===== config.mk =====
export PLATFORM = sky130hd
export DESIGN_NAME = output_port_vc_arbiter
export DESIGN_NICKNAME = d
export VERILOG_FILES = /design/src/rtl/output_port_vc_arbiter.sv
export SDC_FILE = /design/constraint.sdc
export NUM_CORES = 1
export LEC_CHECK = 0
export BUFFER_PORTS_ARGS = -buffer_cell sky130_fd_sc_hd__buf_2
export CAP_MARGIN = 5
export CORE_ASPECT_RATIO = 1.2
export CORE_MARGIN = 4
export CORE_UTILIZATION = 45
export CTS_CLUSTER_SIZE = 16
export DETAILED_ROUTE_END_ITERATION = 8
export MAX_ROUTING_LAYER = met4
export PLACE_DENSITY_LB_ADDON = 0.15
export SYNTH_ARGS = -nofsm -noshare
export SYNTH_HDL_FRONTEND = slang
export SYNTH_SLANG_ARGS = --single-unit

===== constraint.sdc =====
create_clock -name clk -period 2.8 [get_ports clk]
set_input_delay 0.14 -clock clk [delete_from_list [all_inputs] [get_ports clk]]
set_output_delay 0.14 -clock clk [all_outputs]
set_load 0.05 [all_outputs]

===== src/rtl/output_port_vc_arbiter.sv =====
// Per-output-port scheduler for the VC switch. It picks one (input, VC)
// pair per packet. Selection uses strict priority across classes, then
// round-robin across inputs within the winning class, then the lowest VC.
// Only pairs with downstream credit are considered.
//
// The block issues a single CTS for the winner, then locks the output until
// the packet's last beat has crossed.
//
// Handshake: a packet is granted by a one-cycle o_cts pulse in GRANT. After
// that the output stays locked (o_busy=1) until a beat with i_valid=1 and
// i_last=1 is seen. i_last is ignored when i_valid=0. While locked,
// request and credit changes are ignored.
module output_port_vc_arbiter #(
  parameter int vc_num    = 3,
  parameter int prio_num  = 2,
  parameter int input_num = 4
) (
  input  logic                                  clk,
  input  logic                                  resetn,
  input  logic [vc_num*prio_num-1:0]            i_request [input_num],
  input  logic [vc_num*prio_num-1:0]            i_credit_ok,
  input  logic                                  i_valid,
  input  logic                                  i_last,
  output logic                                  o_cts,
  output logic [((input_num > 1) ? $clog2(input_num) : 1)-1:0] o_selected_input,
  output logic [((vc_num*prio_num > 1) ? $clog2(vc_num*prio_num) : 1)-1:0] o_selected_vc,
  output logic [input_num-1:0]                  o_grant,
  output logic                                  o_busy,
  output logic [1:0]                            o_dbg_state
);

  localparam int VCP = vc_num * prio_num;
  localparam int IW  = (input_num > 1) ? $clog2(input_num) : 1;
  localparam int VW  = (VCP > 1) ? $clog2(VCP) : 1;
  localparam int PW  = (prio_num > 1) ? $clog2(prio_num) : 1;

  localparam logic [1:0] ST_IDLE  = 2'd0;
  localparam logic [1:0] ST_GRANT = 2'd1;
  localparam logic [1:0] ST_BUSY  = 2'd2;

  logic [1:0]     state;
  logic [IW-1:0]  sel_input;
  logic [VW-1:0]  sel_vc;
  logic [PW-1:0]  sel_prio;
  logic [IW-1:0]  rr_ptr [prio_num];

  logic [VCP-1:0]      elig [input_num];
  logic [prio_num-1:0] class_any;
  logic [PW-1:0]       win_p;
  logic                win_found;
  logic [IW-1:0]       win_in;
  logic [VW-1:0]       win_vc;
  logic                req_hold;
  logic [IW-1:0]       next_ptr;

  // A request bit is eligible only when its downstream VC has credit.
  always_comb begin
    for (int i = 0; i < input_num; i++) begin
      elig[i] = i_request[i] & i_credit_ok;
    end
  end

  // Flag every priority class that has at least one eligible request.
  always_comb begin
    class_any = '0;
    for (int p = 0; p < prio_num; p++) begin
      for (int i = 0; i < input_num; i++) begin
        for (int v = 0; v < vc_num; v++) begin
          if (elig[i][VW'(p * vc_num + v)]) begin
            class_any[p] = 1'b1;
          end
        end
      end
    end
  end

  // Strict priority: the highest class with an eligible request wins.
  always_comb begin
    win_p = '0;
    for (int p = 0; p < prio_num; p++) begin
      if (class_any[p]) begin
        win_p = PW'(p);
      end
    end
  end

  // Inside the winning class, scan the inputs starting at the class pointer
  // and wrap around. The first input with any eligible VC wins, and it takes
  // its lowest eligible VC. The VC scan runs downward so that the lowest
  // eligible VC is the one left standing.
  always_comb begin
    int            sum;
    logic [IW-1:0] idx;
    logic [VW-1:0] bidx;
    sum       = 0;
    idx       = '0;
    bidx      = '0;
    win_found = 1'b0;
    win_in    = '0;
    win_vc    = '0;
    for (int k = 0; k < input_num; k++) begin
      sum = int'(rr_ptr[win_p]) + k;
      if (sum >= input_num) begin
        sum = sum - input_num;
      end
      idx = IW'(sum);
      if (!win_found) begin
        for (int v = vc_num - 1; v >= 0; v--) begin
          bidx = VW'(int'(win_p) * vc_num + v);
          if (elig[idx][bidx]) begin
            win_found = 1'b1;
            win_in    = idx;
            win_vc    = bidx;
          end
        end
      end
    end
  end

  // The granted request must still be present in GRANT for the CTS to fire.
  // The pointer advances past the winner and wraps back to input 0.
  always_comb begin
    req_hold = i_request[sel_input][sel_vc];
    next_ptr = (sel_input == IW'(input_num - 1)) ? '0 : sel_input + 1'b1;
  end

  // Scheduler FSM: IDLE picks a winner, GRANT issues CTS, BUSY holds the lock.
  always_ff @(posedge clk) begin
    if (!resetn) begin
      state     <= ST_IDLE;
      sel_input <= '0;
      sel_vc    <= '0;
      sel_prio  <= '0;
      for (int p = 0; p < prio_num; p++) begin
        rr_ptr[p] <= '0;
      end
    end else begin
      case (state)
        ST_IDLE: begin
          if (win_found) begin
            sel_input <= win_in;
            sel_vc    <= win_vc;
            sel_prio  <= win_p;
            state     <= ST_GRANT;
          end
        end
        ST_GRANT: begin
          if (req_hold) begin
            rr_ptr[sel_prio] <= next_ptr;
            state            <= ST_BUSY;
          end else begin
            // The grant was aborted, so fairness state is left untouched.
            state <= ST_IDLE;
          end
        end
        ST_BUSY: begin
          if (i_valid && i_last) begin
            state <= ST_IDLE;
          end
        end
        default: state <= ST_IDLE;
      endcase
    end
  end

  // Output decode: CTS only in GRANT, and the one-hot grant while locked.
  always_comb begin
    o_cts   = (state == ST_GRANT) && req_hold;
    o_busy  = (state == ST_BUSY);
    o_grant = '0;
    if (state == ST_GRANT || state == ST_BUSY) begin
      o_grant[sel_input] = 1'b1;
    end
    o_selected_input = sel_input;
    o_selected_vc    = sel_vc;
    o_dbg_state      = state;
  end

endmodule

* Yosys cells after proc, flatten, opt, wreduce, memory -nomap -nowiden
Memory sizes are Yosys's and may differ from the RTL's.
Cells that the tools add are included.
** Word-level totals
- Memories :: 1
- Flip-flop bits (word level) :: 8
- ROM bits :: 0
- Bits in latches :: 0
- Output and inout bits :: 13
- RAM bits :: 4
- Logic and storage cells :: 164
** Operators by class
- Equality and inequality tests :: 5
- $add $sub $neg :: 10
- Divide/modulo/power cells :: 0
- Multipliers :: 1
- Muxes and demuxes :: 111
- Reduce and logical (&&, ||, !) cells :: 8
- Bitwise operators :: 9
- Order comparisons :: 15
- Shifts and indexed selects :: 0
** Memory list
- rr_ptr :: depth 2, width 2, rd ports 1, clocked after Yosys merged registers in 0, write ports 2, RTL line 45 : logic [IW-1:0] rr_ptr [prio_num];
** Operator list (number)
- $bmux W6 S2 :: 5
- $mux W6 :: 10
- $mux W2 :: 24
- $mux W3 :: 15
- $mux W1 :: 41
- $bmux W1 S3 :: 13
- $and A6 B6 Y6 :: 4
- $ge A3 B3 Y1 const B :: 8
- $lt A3 B4 Y1 const B :: 4
- $not A2 Y3 :: 5
- $sub A2 B1 Y2 const B :: 4
- $add A2 B2 Y3 const B :: 2
- $pmux W2 S3 :: 1
- $eq A2 B2 Y1 const B :: 2
- $mux W4 :: 1
- $reduce_and A2 Y1 :: 2
- $add A2 B1 Y3 const B :: 1
- $add A3 B2 Y3 const B :: 1
- $add A3 B3 Y3 const B :: 1
- $ge A2 B3 Y1 const B :: 1
- $logic_and A1 B1 Y1 :: 3
- $lt A2 B3 Y1 const B :: 1
- $mul A1 B2 Y3 const B :: 1
- $add A2 B1 Y2 const B :: 1
- 8 further kinds :: 8

* Logic depth before layout (Yosys ltp)
An unclocked memory read counts as a cell.
- Word-level depth :: 30
- Mapped depth :: 12

* Least setup slack after synthesis
OpenSTA, ideal clock, no wires.
- Kind :: register to register
- From :: register sel_input[0], in the netlist o_selected_input[0]
- To :: memory rr_ptr[0][0] in the netlist's numbering, enable pin
- Arrival time :: 3.012 ns
- Stages on the path, launching flop included :: 9
- Clock period less this slack :: 3.309 ns
- Path slack :: -0.509 ns
- Cells stage by stage :: dfxtp_1 clkbuf_1 mux4_2 mux4_2 mux2i_1 nor2b_1 nand2_1 or2_2 nand2_1
** RTL lines
- start: declaration :: RTL line 42 : logic [IW-1:0] sel_input;
- start signal: assignment :: RTL line 141 : sel_input <= win_in;
- end: declaration :: RTL line 45

* Final worst setup path
- From :: memory rr_ptr[1][0] in the netlist's numbering
- To :: register sel_vc[0], in the netlist o_selected_vc[0]
** Between the ends
- Cells in the longest elaborated chain, start to end :: 24
** RTL lines
- $mem_v2 Z2 W2 (*)
- $ge A2 B3 Y1 or $sub A2 B1 Y2 (tied branches) :: RTL line 103, 104
- $mux W2 :: RTL line 103 : if (sum >= input_num) begin
- $not A2 Y3 (not written as such) :: RTL line 110 : if (elig[idx][bidx]) begin
- $bmux W6 S2 :: RTL line 110
- $mux W6 (not written as such) (2 in a row) :: RTL line 110
- $bmux W1 S3 :: RTL line 110
- $mux W1 (not written as such) :: RTL line 110
- $mux W3 (6 in a row) :: RTL line 110
- $mux W3 :: RTL line 107 : if (!win_found) begin
- $mux W3 (3 in a row) :: RTL line 110
- $mux W3 :: RTL line 107
- $mux W3 (3 in a row) :: RTL line 110
- $mux W3 :: RTL line 107
- end signal: assignment :: RTL line 142 : sel_vc <= win_vc;
- end: declaration :: RTL line 43 : logic [VW-1:0] sel_vc;
Every way passes the cells marked *; elsewhere a longest branch is shown, timed or not. The select of a mux whose other input is x is not followed.
A chain may end at the register's enable or synchronous reset.

==> results_dict.tcl <==
set metrics [dict create \
    drt_iter0_markers 187 \
    initial_core_util_pct 47.3 \
    setup_viol_count_final 0 \
    root_buffer "clkbuf_8" \
    yosysMostFrequentCell "nand2_1" \
    grt_pass1_wl_um 11400 \
    power_mw 1.66 \
    holdBufCountCts 0 \
    period_minus_slack_ns 2.74 \
    ys.warnings.count 0 \
    power_density_mw_per_mm2 545 \
    placed_cells 405 \
    top_layer "met4" \
    core-area_mm2 0.00466 \
    fin_util_pct 65.4 \
    fin_skew_ns 0.00298 \
    wl_met1_um 2910 \
    intPower_mw 0.872 \
    cp-start-kind "flop" \
    wl_met3_um 455 \
    clock_latency_ns 0.24 \
    yosysSeqAreaShare_pct 12.7 \
    p_comb_share_pct 71.7 \
    num_rows 27 \
    drtAntennaViolNets 0 \
    path_clk_slew_ns 0.05 \
    fin_area_mm2 0.00305 \
    synthCells 282 \
    avgSynthCellArea_um2 7.81 \
    fin_ws_ns 0.0568 \
    drt_wl_total_um 7260 \
    htree_num_levels 1 \
    synth_ff_type "dfxtp_1" \
    min_period_over_period_pct 98.0 \
    areaGrowthSynthToFinish_pct 38.4 \
    final_cells 416 \
    clkPwrFrac_pct 11.3 \
    tritoncts "built" \
    grt_max_degree 20 \
    hold_slack_ns 0.237 \
    crit_path_frequent_cell "o41a_1" \
    hpwl_um 5470 \
    wl_per_cell_um 17.5 \
    dr_total_vias 2602 \
    cellLeakagePower_nw 1.33 \
    outcome "finished clean" \
    drt_first_pass_iters 4 \
    path_cells "buf_4 > mux2i_4 > buf_12 > mux4_2 > nand2_2 > a31oi_1 > or3_4 > o41a_1 > o21a_1 > o41a_1" \
    worstMarginPinSlew_ns 0.434 \
    hold_violations 0 \
    seq_power_share_pct 17.0 \
    synth_area_leader_cell "mux4_2" \
    worst-path-max-fanout 6 \
    clock_sinks 12 \
    ios 47 \
    fin_nets 400 \
    cp-end-kind "flop" \
    switchingPower_mw 0.789 \
    swShare_pct 47.5 \
    place_ws_ns -0.207 \
    die_w_um 71.9 \
    drc 0 \
    finalSetupTns_ns 0 \
    min_path_type "primary input to flop" \
    netlist_top_cells_area "mux4_2 13%, dfxtp_1 7.3%, mux2i_1 7.3%, edfxtp_1 5.5%, a21oi_1 5.0%" \
    cap_viol_max_count 0 \
    synth_common_cells "29 x nand2_1, 22 x a21oi_1, 17 x nand3_1" \
    portBuffers 46 \
    synth_cell_types 56 \
    track_usage_pct 24.0 \
    mappedNetlistArea_mm2 0.00220 \
    crit_type "flop to flop" \
    clockBufferDepth 2 \
    grt_overflow 0 \
    grt_pass1_vias 2443 \
    syn-num-nets 323 \
    dr_wl_met2_um 3600 \
    fmax_ghz 0.365 \
    final-max-slew-violation-count 0 \
    insertedDiodeCount 0 \
    drive_gt1_share_pct 38.5 \
    antenna_found_initial 0 \
    cts-buffers-inserted 3 \
    die_area_mm2 0.00608 \
    critPathArrivalTime_ns 2.86 \
    placedInstanceArea_mm2 0.00279 \
    grt_setup_unrepaired "true" \
    synth-edff-count 4 \
    fp.dieH_um 84.7 \
    vias_per_cell 6.25 \
    slew_headroom_pct 70.9 \
    cp.required_ns 2.92 \
    synth-async-reset-ratio_pct 0 \
    ir_drop_mv 0.539 \
    ys_ff_latch 12 \
    cp_slowest_cell "edfxtp_1" \
    cpPeakStageDelay_ns 0.44 \
    yosysTopAreaCellShare_pct 13.3 \
    routabilityCongestion 1.02 \
]
[metal layers]
| metal | vias to the layer above | track usage (%) |
|---|---|---|
| li1 | 1230 | - |
| met1 | 1222 | 28.7 |
| met2 | 125 | 40.6 |
| met3 | 25 | 2.40 |
| met4 | 0 | 9.57 |
| met5 | - | - |
[power groups by stage]
stage	logic (mW)	registers, mW	clock network (mW)
2_1_floorplan	0.667	0.346	0
3_3_place_gp	1.08	0.285	0
3_5_place_dp	1.09	0.286	0
4_1_cts	1.13	0.282	0.189
5_1_grt	1.27	0.290	0.199
6_report	1.19	0.283	0.187
[sequential cells by signal (all words and copies together) (netlist names)]
signal            cells
rr_ptr                4
o_dbg_state           2
sel_prio              1
o_selected_vc         3
o_selected_input      2
[layout make-up]
cell class / instances / area [um2]
sequential: 12 / 283
fill: 382 / 1610
tap: 58 / 72.6
timing repair buffer: 94 / 689
multi-input combinational: 239 / 1920
inverter: 9 / 33.8
clock buffer: 4 / 55.1
[cell families (layout without fill, tap and decap cells)]
logic type	count (synthesis)	in the layout	share of synthesized area, %
muxes	38	38	25.7
buffers and inverters	31	107	5.74
and+or+nand+nor	113	113	27.2
DFF	12	12	12.7
AOI/OAI and AO/OA	79	79	23.9
adders and majority gates	7	7	3.97
xor gates and xnor gates	2	2	0.795
[critical path, delay by kind of cell (launching register included)]
family	cells	cell delay, ns
DFF	1	0.44
and+or+nand+nor	2	0.55
AOI/OAI and AO/OA	4	0.81
muxes	2	0.50
buffers and inverters	2	0.31
[final timing paths]
kind	depth (start not counted)	endpoint	slack, ns	from
max	10	o_selected_vc[0]	0.06	rr_ptr[1][0]
min	2	o_selected_vc[2]	0.24	resetn
max reg2reg	10	o_selected_vc[0]	0.06	rr_ptr[1][0]
min reg2reg	2	o_dbg_state[1]	0.49	o_dbg_state[1]
[placed cells by master, fill, tap and decap left out, types with 8 or more instances in the layout]
cell / netlist / final
buf_2: 8 / 46
buf_4: 0 / 38
nand2_1: 29 / 28
a21oi_1: 22 / 20
nand3_1: 17 / 15
mux2i_1: 16 / 14
nor2_1: 14 / 14
mux4_2: 13 / 13
inv_1: 9 / 9
nand3b_1: 8 / 8
[repair_timing]
item,4_1_cts,5_1_grt
resized for setup,3,22
setup endpoints to repair,3,8
buffers inserted,4,3
pin swaps,1,4
Note: power is estimated with default switching activity, not from simulation.
